File: config.mk
export PLATFORM = sky130hd
export DESIGN_NAME = seq_mul_unit
export DESIGN_NICKNAME = d
export VERILOG_FILES = /design/src/rtl/seq_mul_unit.sv
export SDC_FILE = /design/constraint.sdc
export NUM_CORES = 1
export LEC_CHECK = 0
export CELL_PAD_IN_SITES_DETAIL_PLACEMENT = 1
export CELL_PAD_IN_SITES_GLOBAL_PLACEMENT = 1
export CORE_MARGIN = 8
export CORE_UTILIZATION = 44
export CTS_CLUSTER_SIZE = 12
export DETAILED_ROUTE_END_ITERATION = 8
export PLACE_DENSITY = 0.86
export SLEW_MARGIN = 30
export SYNTH_ARGS = -nofsm -noshare
export SYNTH_HDL_FRONTEND = slang
export SYNTH_SLANG_ARGS = --single-unit
File: constraint.sdc
create_clock -name sys_clk -period 5.75 [get_ports sys_clk]
set_clock_uncertainty 0.1 [all_clocks]
set_input_delay 1.15 -clock sys_clk [delete_from_list [all_inputs] [get_ports sys_clk]]
set_output_delay 1.15 -clock sys_clk [all_outputs]
set_load 0.02 [all_outputs]
File: src/rtl/seq_mul_unit.sv
// Sequential shift-add multiplier (signed/unsigned), one multiplier bit per cycle.
// Optional early termination when the remaining multiplier bits are zero: define SEQ_MUL_EARLY_OUT_EN.
module seq_mul_unit #(
  parameter int WIDTH = 32
) (
  input  logic                 sys_clk,
  input  logic                 rst,
  input  logic                 enable,
  input  logic                 is_unsign,
  input  logic [WIDTH-1:0]     a,
  input  logic [WIDTH-1:0]     b,
  output logic [2*WIDTH-1:0]   result,
  output logic                 done
);

  localparam int CNT_W = $clog2(WIDTH + 1);
  localparam logic [CNT_W-1:0] LAST = CNT_W'(WIDTH - 1);

  typedef enum logic [1:0] {IDLE, BUSY, DONE} state_t;

  state_t             state, state_next;
  logic [CNT_W-1:0]   count;
  logic [2*WIDTH-1:0] acc, mcand, acc_sum;
  logic [WIDTH-1:0]   mplier;
  logic               neg;
  logic               finish;

  // Magnitude of a two's-complement operand; the most-negative value maps to 2^(WIDTH-1).
  function automatic logic [WIDTH-1:0] magnitude(input logic [WIDTH-1:0] v, input logic is_signed);
    logic signed [WIDTH-1:0] sv;
    sv = signed'(v);
    if (is_signed && sv[WIDTH-1])
      return unsigned'(-sv);
    return v;
  endfunction

  function automatic logic [2*WIDTH-1:0] fix_sign(input logic [2*WIDTH-1:0] v, input logic negate);
    return negate ? (~v + (2*WIDTH)'(1)) : v;
  endfunction

  assign acc_sum = acc + (mplier[0] ? mcand : '0);

`ifdef SEQ_MUL_EARLY_OUT_EN
  assign finish = (count == LAST) || ((mplier >> 1) == '0);
`else
  assign finish = (count == LAST);
`endif

  always_comb begin
    state_next = state;
    case (state)
      IDLE:    if (enable) state_next = BUSY;
      BUSY: begin
        if (!enable)     state_next = IDLE;
        else if (finish) state_next = DONE;
      end
      DONE:    state_next = IDLE;
      default: state_next = IDLE;
    endcase
  end

  always_ff @(posedge sys_clk) begin
    if (rst) begin
      state  <= IDLE;
      count  <= '0;
      acc    <= '0;
      mcand  <= '0;
      mplier <= '0;
      neg    <= 1'b0;
      result <= '0;
      done   <= 1'b0;
    end else begin
      state <= state_next;
      done  <= (state == BUSY) && (state_next == DONE);
      // Capture stage: operand magnitudes and product sign
      if (state == IDLE && enable) begin
        mcand  <= {{WIDTH{1'b0}}, magnitude(a, !is_unsign)};
        mplier <= magnitude(b, !is_unsign);
        neg    <= !is_unsign && (a[WIDTH-1] ^ b[WIDTH-1]);
        acc    <= '0;
        count  <= '0;
      end
      // Iteration stage: one multiplier bit per cycle, result loaded on the last one
      if (state == BUSY && enable) begin
        acc    <= acc_sum;
        mcand  <= mcand << 1;
        mplier <= mplier >> 1;
        count  <= count + CNT_W'(1);
        if (finish)
          result <= fix_sign(acc_sum, neg);
      end
    end
  end

endmodule

==> results of run 1 <==
-- worst min-delay path: stages (launching register included) --
cell and delay (ns):
dfxtp_1 0.31, nand2_1 0.05, a21oi_1 0.05
-- path summary, 6_finish.rpt --
check | slack [ns] | to
max | 0.26 | result[56]
min | 0.36 | mplier[5]
max reg2reg | 0.26 | result[56]
min reg2reg | 0.36 | mplier[5]
-- cell usage after synthesis, drive strengths merged (16+ instances only) --
cell type,number
o21ai,159
o211ai,28
clkbuf,137
dfxtp,234
a21oi,239
or3,17
or4,16
nand2,332
a211oi,72
buf,21
a21o,21
and2,79
ha,67
nor3,44
a22oi,52
nor2,279
xor2,89
o31ai,33
xnor2,63
nor4,24
inv,24
o41ai,18
nand4,38
nand3,63
-- where the power goes --
part,internal (mW),leakage [nW],switching [mW]
registers,1.65,1.90,0.0356
logic,0.183,4.80,0.324
clock network,1.11,0.465,0.757
-- per-layer routing --
layer	part of all wire [%]	vias up
met5	0	-
met4	2.3	0
met3	5.9	95
met2	44	483
met1	48	8852
li1	-	8528
-- final cells by class --
| class | count | area, um^2 |
|---|---|---|
| clock buffer | 37 | 763 |
| fill | 4741 | 17900 |
| inverter | 24 | 90.1 |
| multi-input combinational | 1921 | 11500 |
| clock inverter | 12 | 178 |
| sequential | 234 | 4690 |
| timing repair buffer | 192 | 1850 |
| tap | 511 | 639 |
-- layout by cell type, fill, tap and decap left out, drive strengths merged, types with 52 or more instances in the layout --
cell type	synthesis	final
nor2	279	279
nand3	63	63
a22oi	52	52
xor2	89	89
xnor2	63	63
dfxtp	234	234
a21oi	239	239
nand2	332	332
a211oi	72	72
clkdlybuf4s50	0	131
buf	21	60
and2	79	79
o21ai	159	159
ha	67	67
-- stage by stage --
stage	cells	hold WS (ns)	instance area, um^2	setup slack [ns]
floorplan	2337	0.332	16800	0.796
CTS	2930	0.360	19700	0.130
global placement	2881	0.338	18700	0.242
global route	2931	0.370	19700	0.0428
finish	2931	0.357	19700	0.265
detailed placement	2881	0.351	18700	0.119
-- state kept, by name, indices dropped and copies added (netlist names) --
name	cells
acc	64
mcand	64
result	64
mplier	32
count	6
state	2
done	1
neg	1
-- kinds of logic (layout without fill, tap and decap cells) --
group                      Yosys count  count (layout)  share of synthesized area (%)
and+or+nand+nor                    972             972                           27.1
buffers and inverters              182             265                           4.12
AOI/OAI and AO/OA                  716             716                           27.2
xor gates and xnor gates           152             152                           7.90
muxes                               13              13                          0.802
DFF                                234             234                           27.8
adders and majority gates           68              68                           5.10
==> impl_metrics.toml, run 1 <==
[global_route]
first_global_vias = 18100
antenna_found_initial = 0
use_met1_pct = 40.1
grt_max_degree = 126
grt_pass1_wl_um = 101000
gr-usage-met2_pct = 43.9
grt-busiest-layer = "met2"
grt_use_total_pct = 28.1
grt_remaining_overflow = 0
use_met3_pct = 3.67

[layout]
nNetsFinal = 2536
final_util_pct = 52.4
area_delta_synth_final_pct = 17.1
diodes = 0
drive_gt1_share_pct = 6.53

[placement]
hpwl_um = 49300
gp_congestion = 1.00
portBuffers = 132

[cts]
cts_tree = "done"
cts-root-buf = "clkbuf_16"
cts-buffers-inserted = 27
hold_buffers = 0
cts_buffer_depth = 3
postCtsSetupBuffers = 0
cts_resized = 0
clock_sinks = 234
path_clk_slew_ns = 0.06
clk_latency_ns = 0.59
htree_levels = 1

[setup_path]
crit_family = "simple AND/OR/NAND/NOR gates"
path_cells = "buf_12 -> and2_1 -> ha_1 -> a21oi_1 -> o21ai_0 -> or4_1 -> nand3_1 -> nand3_1 -> or4b_4 -> nor4b_2 -> or3b_1 -> or3_4 -> o31ai_1 -> xor2_1 -> a211oi_1"
worst_r2r_startpoint = "mplier[0]"
slowest_delay_ns = 0.57
worst-path-buf-inv = 1
startpoint_type = "register"
worstRegToRegCells = 15
slowest_stage = "or4b_4"
critPathRequiredTime_ns = 6.14
worst-path-max-fanout = 29
startpoint = "mplier[0]"
critical_path_class = "register to register"
timing.critical_path.mode_cell = "nand3_1"
end_kind = "register"
critPathArrivalTime_ns = 5.87
worst-path-stages = 15

[logic_synthesis]
ys.flop_type = "dfxtp_1"
synth_seq_cells = 234
yosysTopAreaCellShare_pct = 27.8
yosys_warnings = 0
async_flop_share_pct = 0
syn_area_um2 = 16800
synth_edf_count = 0
syn_area_per_cell_um2 = 7.21
synth_area_leaders = "dfxtp_1, nand2_1, a21oi_1"
ys_seq_area_share_pct = 27.8
syn-num-nets = 2473
ys_types = 93
syn_inst = 2337
synth_top_area_cell = "dfxtp_1"

[power_and_ir_drop]
p_leak_nw = 7.16
total_power_mw = 4.06
ir_drop_v = 0.000240
power_density_nw_per_um2 = 206

[detailed_routing]
drt_iter0_markers = 1177
vias = 18000
wl_per_cell_um = 22.1
viasPerCell = 6.13
route.detailed.drc = 0
dr.pass1.iters = 5
antenna_left = 0
routed_wl_um = 64800

[hold_path]
hold_class = "register to register"
worst_hold_path.num_cells = 2
min_from = "mplier[5]"

[floorplan]
fp.dieArea_um2 = 44800
io_pins = 133
core.rowCount = 71
die_height_um = 212
die_width_um = 212
start_util_pct = 44.7
core_um2 = 37700

[timing]
finalHoldViolations = 0
fin_tns_setup_ns = 0
layout_min_cycle_time_ns = 5.49
worst_slew_pin_slew_ns = 1.10
fmax_mhz = 182
rsz0062_at_grt = "false"
maxSlewHeadroom_pct = 26.0
fin_crit_sh_pct = 95.4
setup_viol = 0
slew_viol_final = 0

[outcome]
status = "finished, final reports clean"

[job]
max-cap-violations = 0
Note: power is estimated with default switching activity, not from simulation.
==> inputs of run 2 (changes only) <==
--- a/config.mk
+++ b/config.mk
@@ -5,13 +5,13 @@
 export SDC_FILE = /design/constraint.sdc
 export NUM_CORES = 1
 export LEC_CHECK = 0
+export ABC_AREA = 1
 export CELL_PAD_IN_SITES_DETAIL_PLACEMENT = 1
 export CELL_PAD_IN_SITES_GLOBAL_PLACEMENT = 1
-export CORE_MARGIN = 8
-export CORE_UTILIZATION = 44
+export CORE_UTILIZATION = 35
 export CTS_CLUSTER_SIZE = 12
 export DETAILED_ROUTE_END_ITERATION = 8
-export PLACE_DENSITY = 0.86
+export PLACE_DENSITY = 0.75
 export SLEW_MARGIN = 30
 export SYNTH_ARGS = -nofsm -noshare
 export SYNTH_HDL_FRONTEND = slang
==> impl_metrics.toml, run 2 <==
[global_route]
first_global_vias = 20900
grt_pass1_wl_um = 117000
grt_remaining_overflow = 0
grt_max_degree = 160
grt_use_total_pct = 26.7
antenna_found_initial = 1

[detailed_routing]
vias = 21400
wl_met1_um = 36500
wl_per_cell_um = 18.2
dr.pass1.iters = 5
viasPerCell = 5.17
routed.top_layer = "met4"
routed_wl_um = 75100
drt_iter0_markers = 1346
antenna_left = 0
wl_met3_um = 3250
route.detailed.drc = 0
route.met2.wl_um = 33900

[placement]
hpwl_um = 59600
portBuffers = 132
gp_congestion = 0.941
place_inst = 4087

[layout]
area_delta_synth_final_pct = 15.5
nNetsFinal = 3565
mostFrequentLayoutCell = "nand2_1"
final_cell_mix = "nand2_1, inv_1, nor2_1, dfxtp_1, a21oi_1"
drive_gt1_share_pct = 6.55
reg_top3 = "acc x64, mcand x64, result x64"
fin_cells = 4139

[timing]
worst_slew_pin_slew_ns = 0.928
maxSlewHeadroom_pct = 38.0
fmax_mhz = 222
setup_viol = 0
rsz0062_at_grt = "false"
slew_viol_final = 0
finalHoldViolations = 0
fin_crit_sh_pct = 78.3
layout_min_cycle_time_ns = 4.50
fin_tns_setup_ns = 0

[power_and_ir_drop]
power_density_nw_per_um2 = 187
p_leak_nw = 10.8
total_power_mw = 4.08
ir_drop_v = 0.000179

[outcome]
status = "finished, final reports clean"

[setup_path]
rr_endpoint = "result[59]"
worst_r2r_startpoint = "mplier[0]"
critPathArrivalTime_ns = 4.92
r2r_slack_ns = 1.25
critical_path_class = "register to register"
worstRegToRegCells = 22
critPathRequiredTime_ns = 6.16
end_kind = "register"
startpoint_type = "register"
worst-path-max-fanout = 25

[floorplan]
core_um2 = 53000
start_util_pct = 35.8
io_pins = 133
core.rowCount = 84
die_width_um = 235
fp.dieArea_um2 = 55100
die_height_um = 235

[logic_synthesis]
syn_area_um2 = 18900
synth_common_cells = "nand2_1, inv_1, nor2_1, dfxtp_1, a21oi_1"
synth_seq_cells = 234
synth_most_common_cell = "nand2_1"
syn_area_per_cell_um2 = 5.65
async_flop_share_pct = 0
yosysTopAreaCellShare_pct = 25.0
synth_area_leaders = "nand2_1, dfxtp_1, inv_1"
synth_top_area_cell = "nand2_1"
syn-num-nets = 3491
ys_types = 53
syn_inst = 3355
ys_seq_area_share_pct = 24.7
yosys_warnings = 0
ys.flop_type = "dfxtp_1"
synth_edf_count = 0

[job]
max-cap-violations = 0

[hold_path]
min_from = "result[18]"
hold_class = "register to register"
min_to = "result[18]"
worst_hold_path.num_cells = 2

[cts]
postCtsSetupBuffers = 0
cts_resized = 0
cts-buffers-inserted = 28
cts_buffer_depth = 3
hold_buffers = 0
path_clk_slew_ns = 0.06
clock_sinks = 234
htree_levels = 1
cts-root-buf = "clkbuf_16"
clk_latency_ns = 0.58
cts_tree = "done"
run 2: cell types whose count changed after synthesis, sizes merged, moves of 49 or more:
cell / previous run / this run
nand2: 332 / 1312
clkbuf: 137 / 88
xor2: 89 / 18
a31oi: 4 / 62
a211oi: 72 / 3
nand3: 63 / 201
and2: 79 / 5
inv: 24 / 529
a22oi: 52 / 1
run 2: how the worst max path moves through the flow:
| stage | slack (ns) | to | cells after the start | startpoint |
|---|---|---|---|---|
| 2_1_floorplan | 2.50 | result[47] | 23 | mplier[0] |
| 3_3_place_gp | 1.40 | result[59] | 22 | mplier[0] |
| 3_5_place_dp | 1.39 | result[59] | 22 | mplier[0] |
| 4_1_cts | 1.36 | result[59] | 22 | mplier[0] |
| 5_1_grt | 1.01 | result[59] | 22 | mplier[0] |
| 6_report | 1.25 | result[59] | 22 | mplier[0] |
run 2: logic make-up (layout without fill, tap and decap cells):
group | Yosys count | in the layout | share of synthesized area, %
buffers and inverters | 639 | 734 | 12.7
other | 0 | 1 | 0
AND/OR/NAND/NOR | 1928 | 1928 | 43.3
adder cells (fa/ha/maj) | 68 | 68 | 4.53
AO/OA/AOI/OAI | 453 | 453 | 13.1
flip-flops | 234 | 234 | 24.7
XOR/XNOR | 33 | 33 | 1.57
run 2: area by class of cell:
cell class | count | area (um^2)
fillers | 7435 | 31100
multi-input cells | 2482 | 11900
flip-flops and latches | 234 | 4690
inverters | 536 | 2010
repair buffers | 147 | 1460
well taps | 688 | 861
clock buffers | 40 | 787
clock inverters | 11 | 183
diodes | 1 | 2.50
run 2: per-stage QoR:
step	utilization [%]	worst slack, ns	hold WS (ns)	instance area [um^2]
global route	41.3	1.01	0.382	21900
finish	41.3	1.25	0.369	21900
global placement	39.4	1.40	0.358	20900
CTS	41.3	1.36	0.368	21900
floorplan	-	2.50	0.337	18900
detailed placement	39.4	1.39	0.359	20900
run 2: per-layer routing:
layer,up-vias,GRT usage [%]
li1,10600,-
met1,10200,37.5
met2,431,44.2
met3,80,2.27
met4,0,5.90
met5,-,0
run 2: worst max-delay path, cell delays in order (launching register included):
cell and delay, ns:
dfxtp_2 0.62, buf_12 0.26, buf_4 0.27, nand2_1 0.08, inv_1 0.07, ha_1 0.28
nand2_1 0.18, nor2_1 0.24, nand2_1 0.15, nor3_1 0.43, and2_1 0.21, nand2_1 0.17
nand3_1 0.14, nand2_1 0.21, nor2_1 0.19, nand2_1 0.12, nor2_1 0.10, nand2_1 0.08
nand2_1 0.09, nand2_1 0.07, nand2_1 0.07, nand3_1 0.11, a21oi_2 0.16
run 2: power breakdown:
| group | switching, mW | internal, mW | leakage [nW] |
|---|---|---|---|
| combinational | 0.314 | 0.153 | 8.45 |
| clock | 0.760 | 1.17 | 0.473 |
| sequential | 0.0300 | 1.65 | 1.90 |
